--- config.mk ---
export PLATFORM = sky130hd
export DESIGN_NAME = mux5_rr_scheduler_flat
export DESIGN_NICKNAME = d
export VERILOG_FILES = /design/src/rtl/mux5_rr_scheduler_pkg.sv /design/src/rtl/mux5_rr_scheduler_if.sv /design/src/rtl/mux5_rr_scheduler_rr_pick5.sv /design/src/rtl/mux5_rr_scheduler.sv /design/src/flat_wrapper.sv
export SDC_FILE = /design/constraint.sdc
export NUM_CORES = 1
export LEC_CHECK = 0
export ABC_AREA = 1
export ABC_CLOCK_PERIOD_IN_PS = 5800
export CAP_MARGIN = 15
export CORE_ASPECT_RATIO = 1.1
export CORE_MARGIN = 4
export CORE_UTILIZATION = 55
export CTS_CLUSTER_SIZE = 12
export DETAILED_ROUTE_END_ITERATION = 8
export DONT_BUFFER_PORTS = 1
export MAX_ROUTING_LAYER = met4
export PLACE_DENSITY = 0.72
export SLEW_MARGIN = 10
export SYNTH_ARGS = -nofsm -noshare
export SYNTH_HDL_FRONTEND = slang
export SYNTH_SLANG_ARGS = --single-unit
--- constraint.sdc ---
create_clock -name CLOCK_50 -period 5.8 [get_ports CLOCK_50]
set_clock_uncertainty 0.05 [all_clocks]
set_input_delay 0.58 -clock CLOCK_50 [delete_from_list [all_inputs] [get_ports CLOCK_50]]
set_output_delay 0.58 -clock CLOCK_50 [all_outputs]
set_load 0.02 [all_outputs]
--- src/rtl/mux5_rr_scheduler_pkg.sv ---
// Shared types and helpers for the five-source round-robin channel scheduler.
package mux5_sched_pkg;

  localparam int N_REQ     = 5;
  localparam int DATA_W    = 3;
  localparam int DWELL_MAX = 15;

  typedef enum logic [1:0] {
    S_IDLE,
    S_GRANT,
    S_MANUAL
  } state_t;

  // Out-of-range indices yield an all-zero vector rather than aliasing a source.
  function automatic logic [N_REQ-1:0] onehot5(input logic [2:0] idx);
    onehot5 = '0;
    if (idx < 3'd5) onehot5[idx] = 1'b1;
  endfunction

  // Slot select with indices 4..7 all mapping to source y.
  function automatic logic [DATA_W-1:0] slot5(input logic [N_REQ*DATA_W-1:0] d,
                                              input logic [2:0] idx);
    case (idx)
      3'd0:    slot5 = d[2:0];
      3'd1:    slot5 = d[5:3];
      3'd2:    slot5 = d[8:6];
      3'd3:    slot5 = d[11:9];
      default: slot5 = d[14:12];
    endcase
  endfunction

endpackage

--- src/rtl/mux5_rr_scheduler_if.sv ---
// Request/data/grant bundle between the sources and the scheduler; no flow control.
interface mux5_rr_scheduler_if;
  import mux5_sched_pkg::*;

  logic [N_REQ-1:0]        req;
  logic [N_REQ*DATA_W-1:0] data_in;
  logic                    manual_en;
  logic [2:0]              manual_sel;
  logic [N_REQ-1:0]        grant;
  logic [2:0]              sel;
  logic [DATA_W-1:0]       m;
  logic                    m_valid;

  modport master (
    output req, data_in, manual_en, manual_sel,
    input  grant, sel, m, m_valid
  );

  modport slave (
    input  req, data_in, manual_en, manual_sel,
    output grant, sel, m, m_valid
  );

endinterface

--- src/rtl/mux5_rr_scheduler_rr_pick5.sv ---
// Circular priority picker: first asserted request at or after ptr, modulo 5.
// Purely combinational; no backpressure.
module rr_pick5
  import mux5_sched_pkg::*;
(
  input  logic [N_REQ-1:0] req,
  input  logic [2:0]       ptr,
  output logic             any,
  output logic [2:0]       idx
);

  logic [3:0] cand;

  // Scan from the far end so the candidate closest to ptr is the last one written.
  always_comb begin
    any  = 1'b0;
    idx  = 3'd0;
    cand = 4'd0;
    for (int k = N_REQ - 1; k >= 0; k--) begin
      cand = {1'b0, ptr} + 4'(k);
      if (cand >= 4'd10)     cand = cand - 4'd10;
      else if (cand >= 4'd5) cand = cand - 4'd5;
      if (req[cand[2:0]]) begin
        any = 1'b1;
        idx = cand[2:0];
      end
    end
  end

endmodule

--- src/rtl/mux5_rr_scheduler.sv ---
// Round-robin scheduler sharing one 3-bit channel among five sources, with manual override.
// Grant/sel one edge after request, m/m_valid one edge later; no backpressure.
module mux5_rr_scheduler
  import mux5_sched_pkg::*;
#(
  parameter int DWELL = 4
) (
  input logic               CLOCK_50,
  input logic               Resetn,
  mux5_rr_scheduler_if.slave bus
);

  state_t            state, state_nxt;
  logic [2:0]        ptr, ptr_nxt;
  logic [2:0]        sel, sel_nxt;
  logic [3:0]        dwell_cnt, dwell_nxt;
  logic [N_REQ-1:0]  grant, grant_nxt;
  logic [DATA_W-1:0] m, m_nxt;
  logic              m_valid, m_valid_nxt;

  logic [2:0] msel, adv, pick_ptr, pick_idx;
  logic       pick_any, expire;

  assign msel   = (bus.manual_sel > 3'd4) ? 3'd4 : bus.manual_sel;
  assign adv    = (sel == 3'd4) ? 3'd0 : sel + 3'd1;
  assign expire = (dwell_cnt == 4'(DWELL)) || !bus.req[sel];

  // While granting, arbitration must already see the advanced pointer on the ending edge.
  assign pick_ptr = (state == S_GRANT) ? adv : ptr;

  rr_pick5 u_pick (
    .req (bus.req),
    .ptr (pick_ptr),
    .any (pick_any),
    .idx (pick_idx)
  );

  always_comb begin
    state_nxt   = state;
    ptr_nxt     = ptr;
    sel_nxt     = sel;
    dwell_nxt   = dwell_cnt;
    grant_nxt   = grant;
    m_nxt       = m;
    m_valid_nxt = 1'b0;

    if (bus.manual_en) begin
      state_nxt   = S_MANUAL;
      sel_nxt     = msel;
      grant_nxt   = onehot5(msel);
      m_nxt       = slot5(bus.data_in, msel);
      m_valid_nxt = 1'b1;
    end else begin
      case (state)
        S_IDLE: begin
          grant_nxt = '0;
          if (pick_any) begin
            state_nxt = S_GRANT;
            sel_nxt   = pick_idx;
            grant_nxt = onehot5(pick_idx);
            dwell_nxt = 4'd1;
          end
        end
        S_GRANT: begin
          m_nxt       = slot5(bus.data_in, sel);
          m_valid_nxt = 1'b1;
          if (expire) begin
            ptr_nxt = adv;
            if (pick_any) begin
              sel_nxt   = pick_idx;
              grant_nxt = onehot5(pick_idx);
              dwell_nxt = 4'd1;
            end else begin
              state_nxt = S_IDLE;
              grant_nxt = '0;
            end
          end else begin
            dwell_nxt = dwell_cnt + 4'd1;
          end
        end
        S_MANUAL: begin
          m_nxt       = slot5(bus.data_in, sel);
          m_valid_nxt = 1'b1;
          state_nxt   = S_IDLE;
          grant_nxt   = '0;
        end
        default: begin
          state_nxt = S_IDLE;
          grant_nxt = '0;
        end
      endcase
    end
  end

  always_ff @(posedge CLOCK_50) begin
    if (!Resetn) begin
      state     <= S_IDLE;
      ptr       <= 3'd0;
      sel       <= 3'd0;
      dwell_cnt <= 4'd0;
      grant     <= '0;
      m         <= '0;
      m_valid   <= 1'b0;
    end else begin
      state     <= state_nxt;
      ptr       <= ptr_nxt;
      sel       <= sel_nxt;
      dwell_cnt <= dwell_nxt;
      grant     <= grant_nxt;
      m         <= m_nxt;
      m_valid   <= m_valid_nxt;
    end
  end

  assign bus.grant   = grant;
  assign bus.sel     = sel;
  assign bus.m       = m;
  assign bus.m_valid = m_valid;

endmodule
--- src/flat_wrapper.sv ---
// flat-port wrapper written by rule: the top's interface ports become plain ports
module mux5_rr_scheduler_flat import mux5_sched_pkg::*;
#(
  parameter int DWELL = 4
)
  (CLOCK_50, Resetn, bus_req, bus_data_in, bus_manual_en, bus_manual_sel, bus_grant, bus_sel, bus_m, bus_m_valid);
  mux5_rr_scheduler_if bus_i ();
  input logic CLOCK_50;
  input logic Resetn;
  input wire logic [$bits(bus_i.req)-1:0] bus_req;
  input wire logic [$bits(bus_i.data_in)-1:0] bus_data_in;
  input wire logic [$bits(bus_i.manual_en)-1:0] bus_manual_en;
  input wire logic [$bits(bus_i.manual_sel)-1:0] bus_manual_sel;
  output wire logic [$bits(bus_i.grant)-1:0] bus_grant;
  output wire logic [$bits(bus_i.sel)-1:0] bus_sel;
  output wire logic [$bits(bus_i.m)-1:0] bus_m;
  output wire logic [$bits(bus_i.m_valid)-1:0] bus_m_valid;
  assign bus_i.req = bus_req;
  assign bus_i.data_in = bus_data_in;
  assign bus_i.manual_en = bus_manual_en;
  assign bus_i.manual_sel = bus_manual_sel;
  assign bus_grant = bus_i.grant;
  assign bus_sel = bus_i.sel;
  assign bus_m = bus_i.m;
  assign bus_m_valid = bus_i.m_valid;
  mux5_rr_scheduler #(.DWELL(DWELL)) u_core (.CLOCK_50(CLOCK_50), .Resetn(Resetn), .bus(bus_i));
endmodule
==> Yosys cells after proc, flatten, opt, wreduce, memory -nomap -nowiden <==
Index checks and enable logic that the tools add are counted.
{ "totals": {"register_bits": 21, "input_bits": 26, "out_inout_bits": 12, "elab_cells": 145} }
{ "op_classes": {"n_addsub": 16, "order_cmp": 23, "n_eq_ne": 16, "muxes": 63, "bitwise": 2, "reduce_logical": 17} }
{ "op_table": {"columns": ["operator", "count"], "rows": [
  ["$mux 3", 23],
  ["$lt 3x4->1 const B", 8],
  ["$mux 5", 5],
  ["$pmux 3 s4", 2],
  ["$bmux 1 s3", 6],
  ["$ge 4x3->1 const B", 4],
  ["$ge 4x4->1 const B", 4],
  ["$mux 1", 15],
  ["$sub 3x2->3 const B", 5],
  ["$sub 3x3->3 const B", 5],
  ["$eq 3x2->1 const B", 4],
  ["$pmux 5 s2", 1],
  ["$reduce_and 3->1", 3],
  ["$add 3x2->4 const B", 2],
  ["$mux 2", 4],
  ["$mux 4", 2],
  ["$pmux 4 s2", 1],
  ["$demux 1 s3", 2],
  ["$eq 3x1->1 const B", 2],
  ["$ge 3x1->1 const B", 2],
  ["$logic_not 3->1", 2],
  ["$lt 3x3->1 const B", 2],
  ["$ne 3x2->1 const B", 2],
  ["$pmux 3 s2", 1],
  ["other kinds (24)", 30]
]} }

==> Longest topological paths before layout <==
{ "logic_depth": {"word_depth": 23, "depth_mapped": 28, "mapped_depth_nobuf": 28} }

==> Hierarchy <==
A second synthesis with hierarchy kept.
{ "unflattened": {"hier_cells": 479, "area_unflattened_um2": 2733.9} }
{ "by_module_without_submodules": {"columns": ["module", "n_inst", "cells_each", "area_per_inst_um2", "seq_area_each_um2"], "rows": [
  ["mux5_rr_scheduler", 1, 252, 1577.8, 420.4],
  ["rr_pick5", 1, 227, 1156.1, 0.0]
]} }

==> Worst setup path after synthesis <==
No wires, ideal clock.
{ "synth_timing": {"path_kind": "flip-flop to flip-flop", "start": "register u_core.sel[0] (netlist: u_core.bus.sel[0])", "end": "register u_core.state[0]", "setup_ps": 66, "arrival_time_ps": 3546, "t_required_ps": 5684, "path_slack_ps": 2137, "path_stages_with_launch": 24, "n_path_buf": 0, "synth_period_minus_slack_ps": 3663, "cell_sequence": "dfxtp_1 -> inv_2 -> ha_1 -> nand2_1 -> o21ai_2 -> inv_1 -> ha_1 -> ha_1 -> nor2_1 -> inv_1 -> or2_2 -> o21ai_1 -> o21ai_1 -> nand2_1 -> nor2_1 -> nand3_2 -> nand3_1 -> nor2_2 -> nand4_4 -> nor2_4 -> nand2_2 -> nand2_1 -> nand2_1 -> a21oi_2"} }
{ "synth_via": {"elab_chain_cells": 16, "elab_cells_between_ends": 61, "cone_classes": "add/sub: 15; order compare: 10; eq/ne: 4; mux: 29; reduce/logical: 3"} }
{ "synth_rtl": {"columns": ["element", "line_no", "rtl"], "rows": [
  ["from (decl)", "mux5_rr_scheduler.sv:15", "logic [2:0] sel, sel_nxt;"],
  ["from (signal assigned)", "mux5_rr_scheduler.sv:107", "sel <= sel_nxt;"],
  ["$add 3x1->3 or $eq 3x3->1 (tied branches)", "mux5_rr_scheduler.sv:25", "assign adv = (sel == 3'd4) ? 3'd0 : sel + 3'd1;"],
  ["$mux 3 (*)", "mux5_rr_scheduler.sv:25", null],
  ["via u_core.adv[1]", "mux5_rr_scheduler.sv:21", "logic [2:0] msel, adv, pick_ptr, pick_idx;"],
  ["$mux 3 (*)", "mux5_rr_scheduler.sv:29", "assign pick_ptr = (state == S_GRANT) ? adv : ptr;"],
  ["$add 3x3->4", "mux5_rr_scheduler_rr_pick5.sv:20", "cand = {1'b0, ptr} + 4'(k);"],
  ["$ge 4x3->1 or $sub 3x3->3 (tied branches)", "mux5_rr_scheduler_rr_pick5.sv:22", "else if (cand >= 4'd5) cand = cand - 4'd5;"],
  ["$mux 3", "mux5_rr_scheduler_rr_pick5.sv:22", null],
  ["$mux 3", "mux5_rr_scheduler_rr_pick5.sv:21", "if (cand >= 4'd10) cand = cand - 4'd10;"],
  ["$bmux 1 s3", "mux5_rr_scheduler_rr_pick5.sv:23", "if (req[cand[2:0]]) begin"],
  ["$mux 1 (implied by the code)", "mux5_rr_scheduler_rr_pick5.sv:23", null],
  ["$mux 1 (4 in series)", "mux5_rr_scheduler_rr_pick5.sv:23", null],
  ["$mux 1 (*)", "mux5_rr_scheduler_rr_pick5.sv:23", null],
  ["$ne 2x2->1 (no source line) or $ne 2x1->1 (tied branches)", null, null],
  ["$reduce_and 3->1 (no source line) (*)", null, null],
  ["to (signal assigned)", "mux5_rr_scheduler.sv:105", "state <= state_nxt;"],
  ["to (decl)", "mux5_rr_scheduler.sv:13", "state_t state, state_nxt;"]
]} }
Mark *: on every way through the listed nets, which the timed path passes. The rest lies on a longest branch. The select of a mux whose other input is x is not followed.
A chain may end at the register's enable or synchronous reset.

==> Final worst setup path <==
{ "layout_timing": {"start": "register u_core.sel[0] (netlist: u_core.bus.sel[0])", "end": "register u_core.grant[3] (netlist: u_core.bus.grant[3])"} }
{ "layout_via": {"elab_chain_cells": 23, "elab_cells_between_ends": 74, "cone_classes": "add/sub: 15; order compare: 13; eq/ne: 2; mux: 41; reduce/logical: 3"} }
{ "layout_rtl": {"columns": ["element", "line_no", "rtl"], "rows": [
  ["$add 3x1->3 or $eq 3x3->1 (tied branches)", "mux5_rr_scheduler.sv:25", null],
  ["$mux 3 (*)", "mux5_rr_scheduler.sv:25", null],
  ["via u_core.adv[1]", "mux5_rr_scheduler.sv:21", null],
  ["$mux 3 (*)", "mux5_rr_scheduler.sv:29", null],
  ["$add 3x3->4", "mux5_rr_scheduler_rr_pick5.sv:20", null],
  ["$ge 4x3->1 or $sub 3x3->3 (tied branches)", "mux5_rr_scheduler_rr_pick5.sv:22", null],
  ["$mux 3", "mux5_rr_scheduler_rr_pick5.sv:22", null],
  ["$mux 3", "mux5_rr_scheduler_rr_pick5.sv:21", null],
  ["(+8 left out)", null, null],
  ["$logic_and 1x1->1 (implied by the code)", "mux5_rr_scheduler_pkg.sv:17", "if (idx < 3'd5) onehot5[idx] = 1'b1;"],
  ["$mux 1 (implied by the code)", "mux5_rr_scheduler_pkg.sv:17", null],
  ["$demux 1 s3", null, null],
  ["$mux 5", "mux5_rr_scheduler_pkg.sv:17", null],
  ["$mux 5 (*)", "mux5_rr_scheduler.sv:69", "if (pick_any) begin"],
  ["$mux 5", "mux5_rr_scheduler.sv:67", "if (expire) begin"],
  ["$pmux 5 s2 (*)", "mux5_rr_scheduler.sv:54", "case (state)"],
  ["$mux 5 (*)", "mux5_rr_scheduler.sv:47", "if (bus.manual_en) begin"],
  ["to (signal assigned)", "mux5_rr_scheduler.sv:109", "grant <= grant_nxt;"],
  ["to (decl)", "mux5_rr_scheduler.sv:17", "logic [N_REQ-1:0] grant, grant_nxt;"]
]} }
Marks and branches as above.

==> summary.md <==
| Metric | Value |
|---|---|
| Fmax | 231 MHz |
| Drt pass-1 iters | 4 |
| Period utilization | 74.7% |
| FFs w/ async S/R, synth | 0% |
| Initial Utilization | 56.6% |
| Most used flip-flop cell after synthesis | dfxtp_1 |
| CTS tree | built |
| Root Driver | clkbuf_8 |
| CP Class | register to register |
| Crit path DAT | 4.43 ns |
| Vias/cell | 5.62 |
| Hold Buf Count CTS | 0 |
| Mapped Nets | 478 |
| Fin Setup TNS | 0 ns |
| CTS-repair resized insts | 0 |
| Clock sink count | 21 |
| Fillers | 493 |
| Sequential share of power | 22.9% |
| Buffers on Ports | 0 |
| Detail Route Antenna Nets | 0 |
| Reg2Reg Depth | 22 |
| Post-DP Area | 2680 sq um |
| LEAKAGE | 0.00132 uW |
| Synth cell types | 42 |
| Switch Pwr | 475 uW |
| Syn avg cell area | 6.12 sq um |
| Post-DP HPWL | 5470 microns |
| Routed WL per cell | 13.7 microns |
| Initial antenna violation count | 0 |
| Nets | 479 |
| Area of the multi-input gates | 1930 sq um |
| GRT Total Usage | 23.8% |
| Count of pins over their slew limit | 0 |
| Register area share after synthesis | 16.0% |
| 1st-iter DRT viols | 183 |
| RSZ-0062 raised after global routing | false |
| Sw Ratio | 54.3% |
| WP data required | 5.89 ns |
| Drc violations | 0 |
| PwrDens | 321 nW/um^2 |
| Max_slew headroom | 63.3% |
| Share of layout cells above drive strength 1 | 12.3% |
| Final WL | 6650 microns |
| Congestion Overflow GR | 0 |
| Setup crit end kind | register |
| Gate power share | 66.1% |
| Antenna cells | 0 |
| Hold path depth | 2 |
| Clock buffers created by TritonCTS | 3 |
| Number of global-route vias before repair | 2489 |
| Worst Tran Pin Value | 0.550 ns |
| Die area | 5960 sq um |
| Post-synthesis sequential element count | 21 |
| Die height | 80.5 microns |
| Row cnt | 26 |
| Final setup viols | 0 |
| Post-Layout Inst Area | 2730 sq um |
| Area Overhead vs Synth | 3.57% |
| Clock latency on the worst-skew pair | 0.26 ns |
| Pwr Total | 875 uW |
| MaxCap Viol Count | 0 |
| Worst hold path type | input port to register |
| Worst Setup Start Kind | register |
| Clk pwr share | 11.0% |
| Final Hold Vio Count | 0 |
| Mapped Cells | 430 |
| Status | finished, final reports clean |
| Placeable Area | 4650 sq um |
| Post-CTS Setup Inserts | 0 |
| Mapped Area | 2630 sq um |
| Largest net degree at the start of global routing | 17 |
| Post-synth EDFFs | 0 |
| IO Count | 38 |
| Yosys warnings | 0 |
| Max IR drop VDD | 0.125 mV |
| First-pass GRT wire length | 11200 microns |
| GP Congestion | 0.952 |
| Vias post-DR | 2729 |
| H-tree levels | 1 |
| Int Power | 400 uW |
| Crit Path Max Fanout | 12 |
| Clk slew on worst S/H paths | 0.08 ns |
| Maximum root-to-sink buffer count | 2 |
| Die Wd | 74.0 microns |
| Final min period | 4.33 ns |
| Reg area | 420 sq um |
## cell usage in the layout, fill, tap and decap left out, types with 4 or more instances in the layout
cell | netlist | final
nand3_1 | 52 | 52
nand3_2 | 4 | 4
nor2_2 | 5 | 5
dfxtp_1 | 21 | 21
xor2_1 | 4 | 4
o21ai_0 | 20 | 20
nand2_4 | 4 | 4
ha_1 | 21 | 21
nor2_1 | 22 | 22
o21ai_1 | 10 | 10
nand2_2 | 14 | 14
a31oi_1 | 5 | 5
a21oi_1 | 28 | 28
inv_2 | 12 | 12
nand2_1 | 117 | 117
inv_1 | 52 | 52
## per-stage QoR
step                setup WS (ns)  utilization [%]  std cells  hold slack (ns)
floorplan                    2.14                -        430            0.399
global placement             1.57             57.6        482            0.408
detailed placement           1.52             57.6        482            0.418
CTS                          1.52             58.6        486            0.387
global route                 1.08             58.6        486            0.404
finish                       1.47             58.6        486            0.385
## cells in the mapped netlist, types with 2 or more instances
cell type	n	area share (%)
a21oi_1	28	5.3
a221oi_1	3	1.0
a22oi_1	3	0.86
a31oi_1	5	1.2
clkbuf_1	3	0.43
dfxtp_1	21	16
ha_1	21	10
inv_1	52	7.4
inv_2	12	1.7
nand2_1	117	17
nand2_2	14	3.3
nand2_4	4	1.7
nand2_8	2	1.5
nand3_1	52	9.9
nand3_2	4	1.5
nand3_4	2	1.3
nand4_1	2	0.48
nor2_1	22	3.1
nor2_2	5	1.2
o2111ai_1	3	1.0
o21ai_0	20	3.8
o21ai_1	10	1.9
o22ai_1	3	0.71
xor2_1	4	1.3
## layout make-up
| type | count | share of cell area, % |
|---|---|---|
| clock inverter | 1 | 0.184 |
| sequential | 21 | 15.4 |
| inverter | 66 | 9.55 |
| tap | 56 | 2.57 |
| multi-input combinational | 339 | 70.8 |
| clock buffer | 3 | 1.52 |
## critical path, cell delays in order, from the launching register on
cell and delay (ns):
dfxtp_1 0.63, inv_2 0.14, ha_1 0.33, nand2_1 0.06
o21ai_2 0.23, inv_1 0.29, ha_1 0.29, ha_1 0.35
nor2_1 0.11, inv_1 0.05, or2_2 0.29, o21ai_1 0.12
o21ai_1 0.08, nand2_1 0.16, nor2_1 0.08, nand3_2 0.10
nand3_1 0.11, nor2_2 0.14, nand4_4 0.18, nand2_1 0.15
a21oi_1 0.07, a21oi_1 0.15, nor2_1 0.05
## logic make-up (layout without fill, tap and decap cells)
logic type / Yosys count / in the layout / share of synthesized area [%]
and+or+nand+nor: 230 / 230 / 43.0
DFF: 21 / 21 / 16.0
buffers and inverters: 70 / 70 / 10.7
xor gates and xnor gates: 5 / 5 / 1.66
adders and majority gates: 22 / 22 / 10.7
AOI/OAI and AO/OA: 82 / 82 / 17.9
## state kept, by name, summed over array words and instances (netlist names)
register,count
u_core.bus.m,3
u_core.state,2
u_core.bus.m_valid,1
u_core.bus.sel,3
u_core.dwell_cnt,4
u_core.bus.grant,5
u_core.ptr,3
## path summary, 6_finish.rpt
kind,from,end,slack [ns]
setup / recovery,u_core.bus.sel[0],u_core.bus.grant[3],1.47
hold / removal,Resetn,u_core.dwell_cnt[0],0.39
setup reg to reg,u_core.bus.sel[0],u_core.bus.grant[3],1.47
hold reg to reg,u_core.ptr[1],u_core.ptr[1],0.43
## layer usage
layer	vias to the layer above	part of all wire, %	global-route usage, %
li1	1423	-	-
met1	1198	48	33.1
met2	90	43	35.1
met3	18	6.8	4.13
met4	0	2.9	7.07
met5	-	0	-
## power groups by stage
stage	registers (uW)	logic, uW	clock network [uW]
final	201	578	95.9
after global routing	203	661	101
after CTS	201	572	97.3
after detailed placement	204	570	0
after global placement	203	565	0
after floorplan	199	474	0
(Power assumes the default switching activity.)
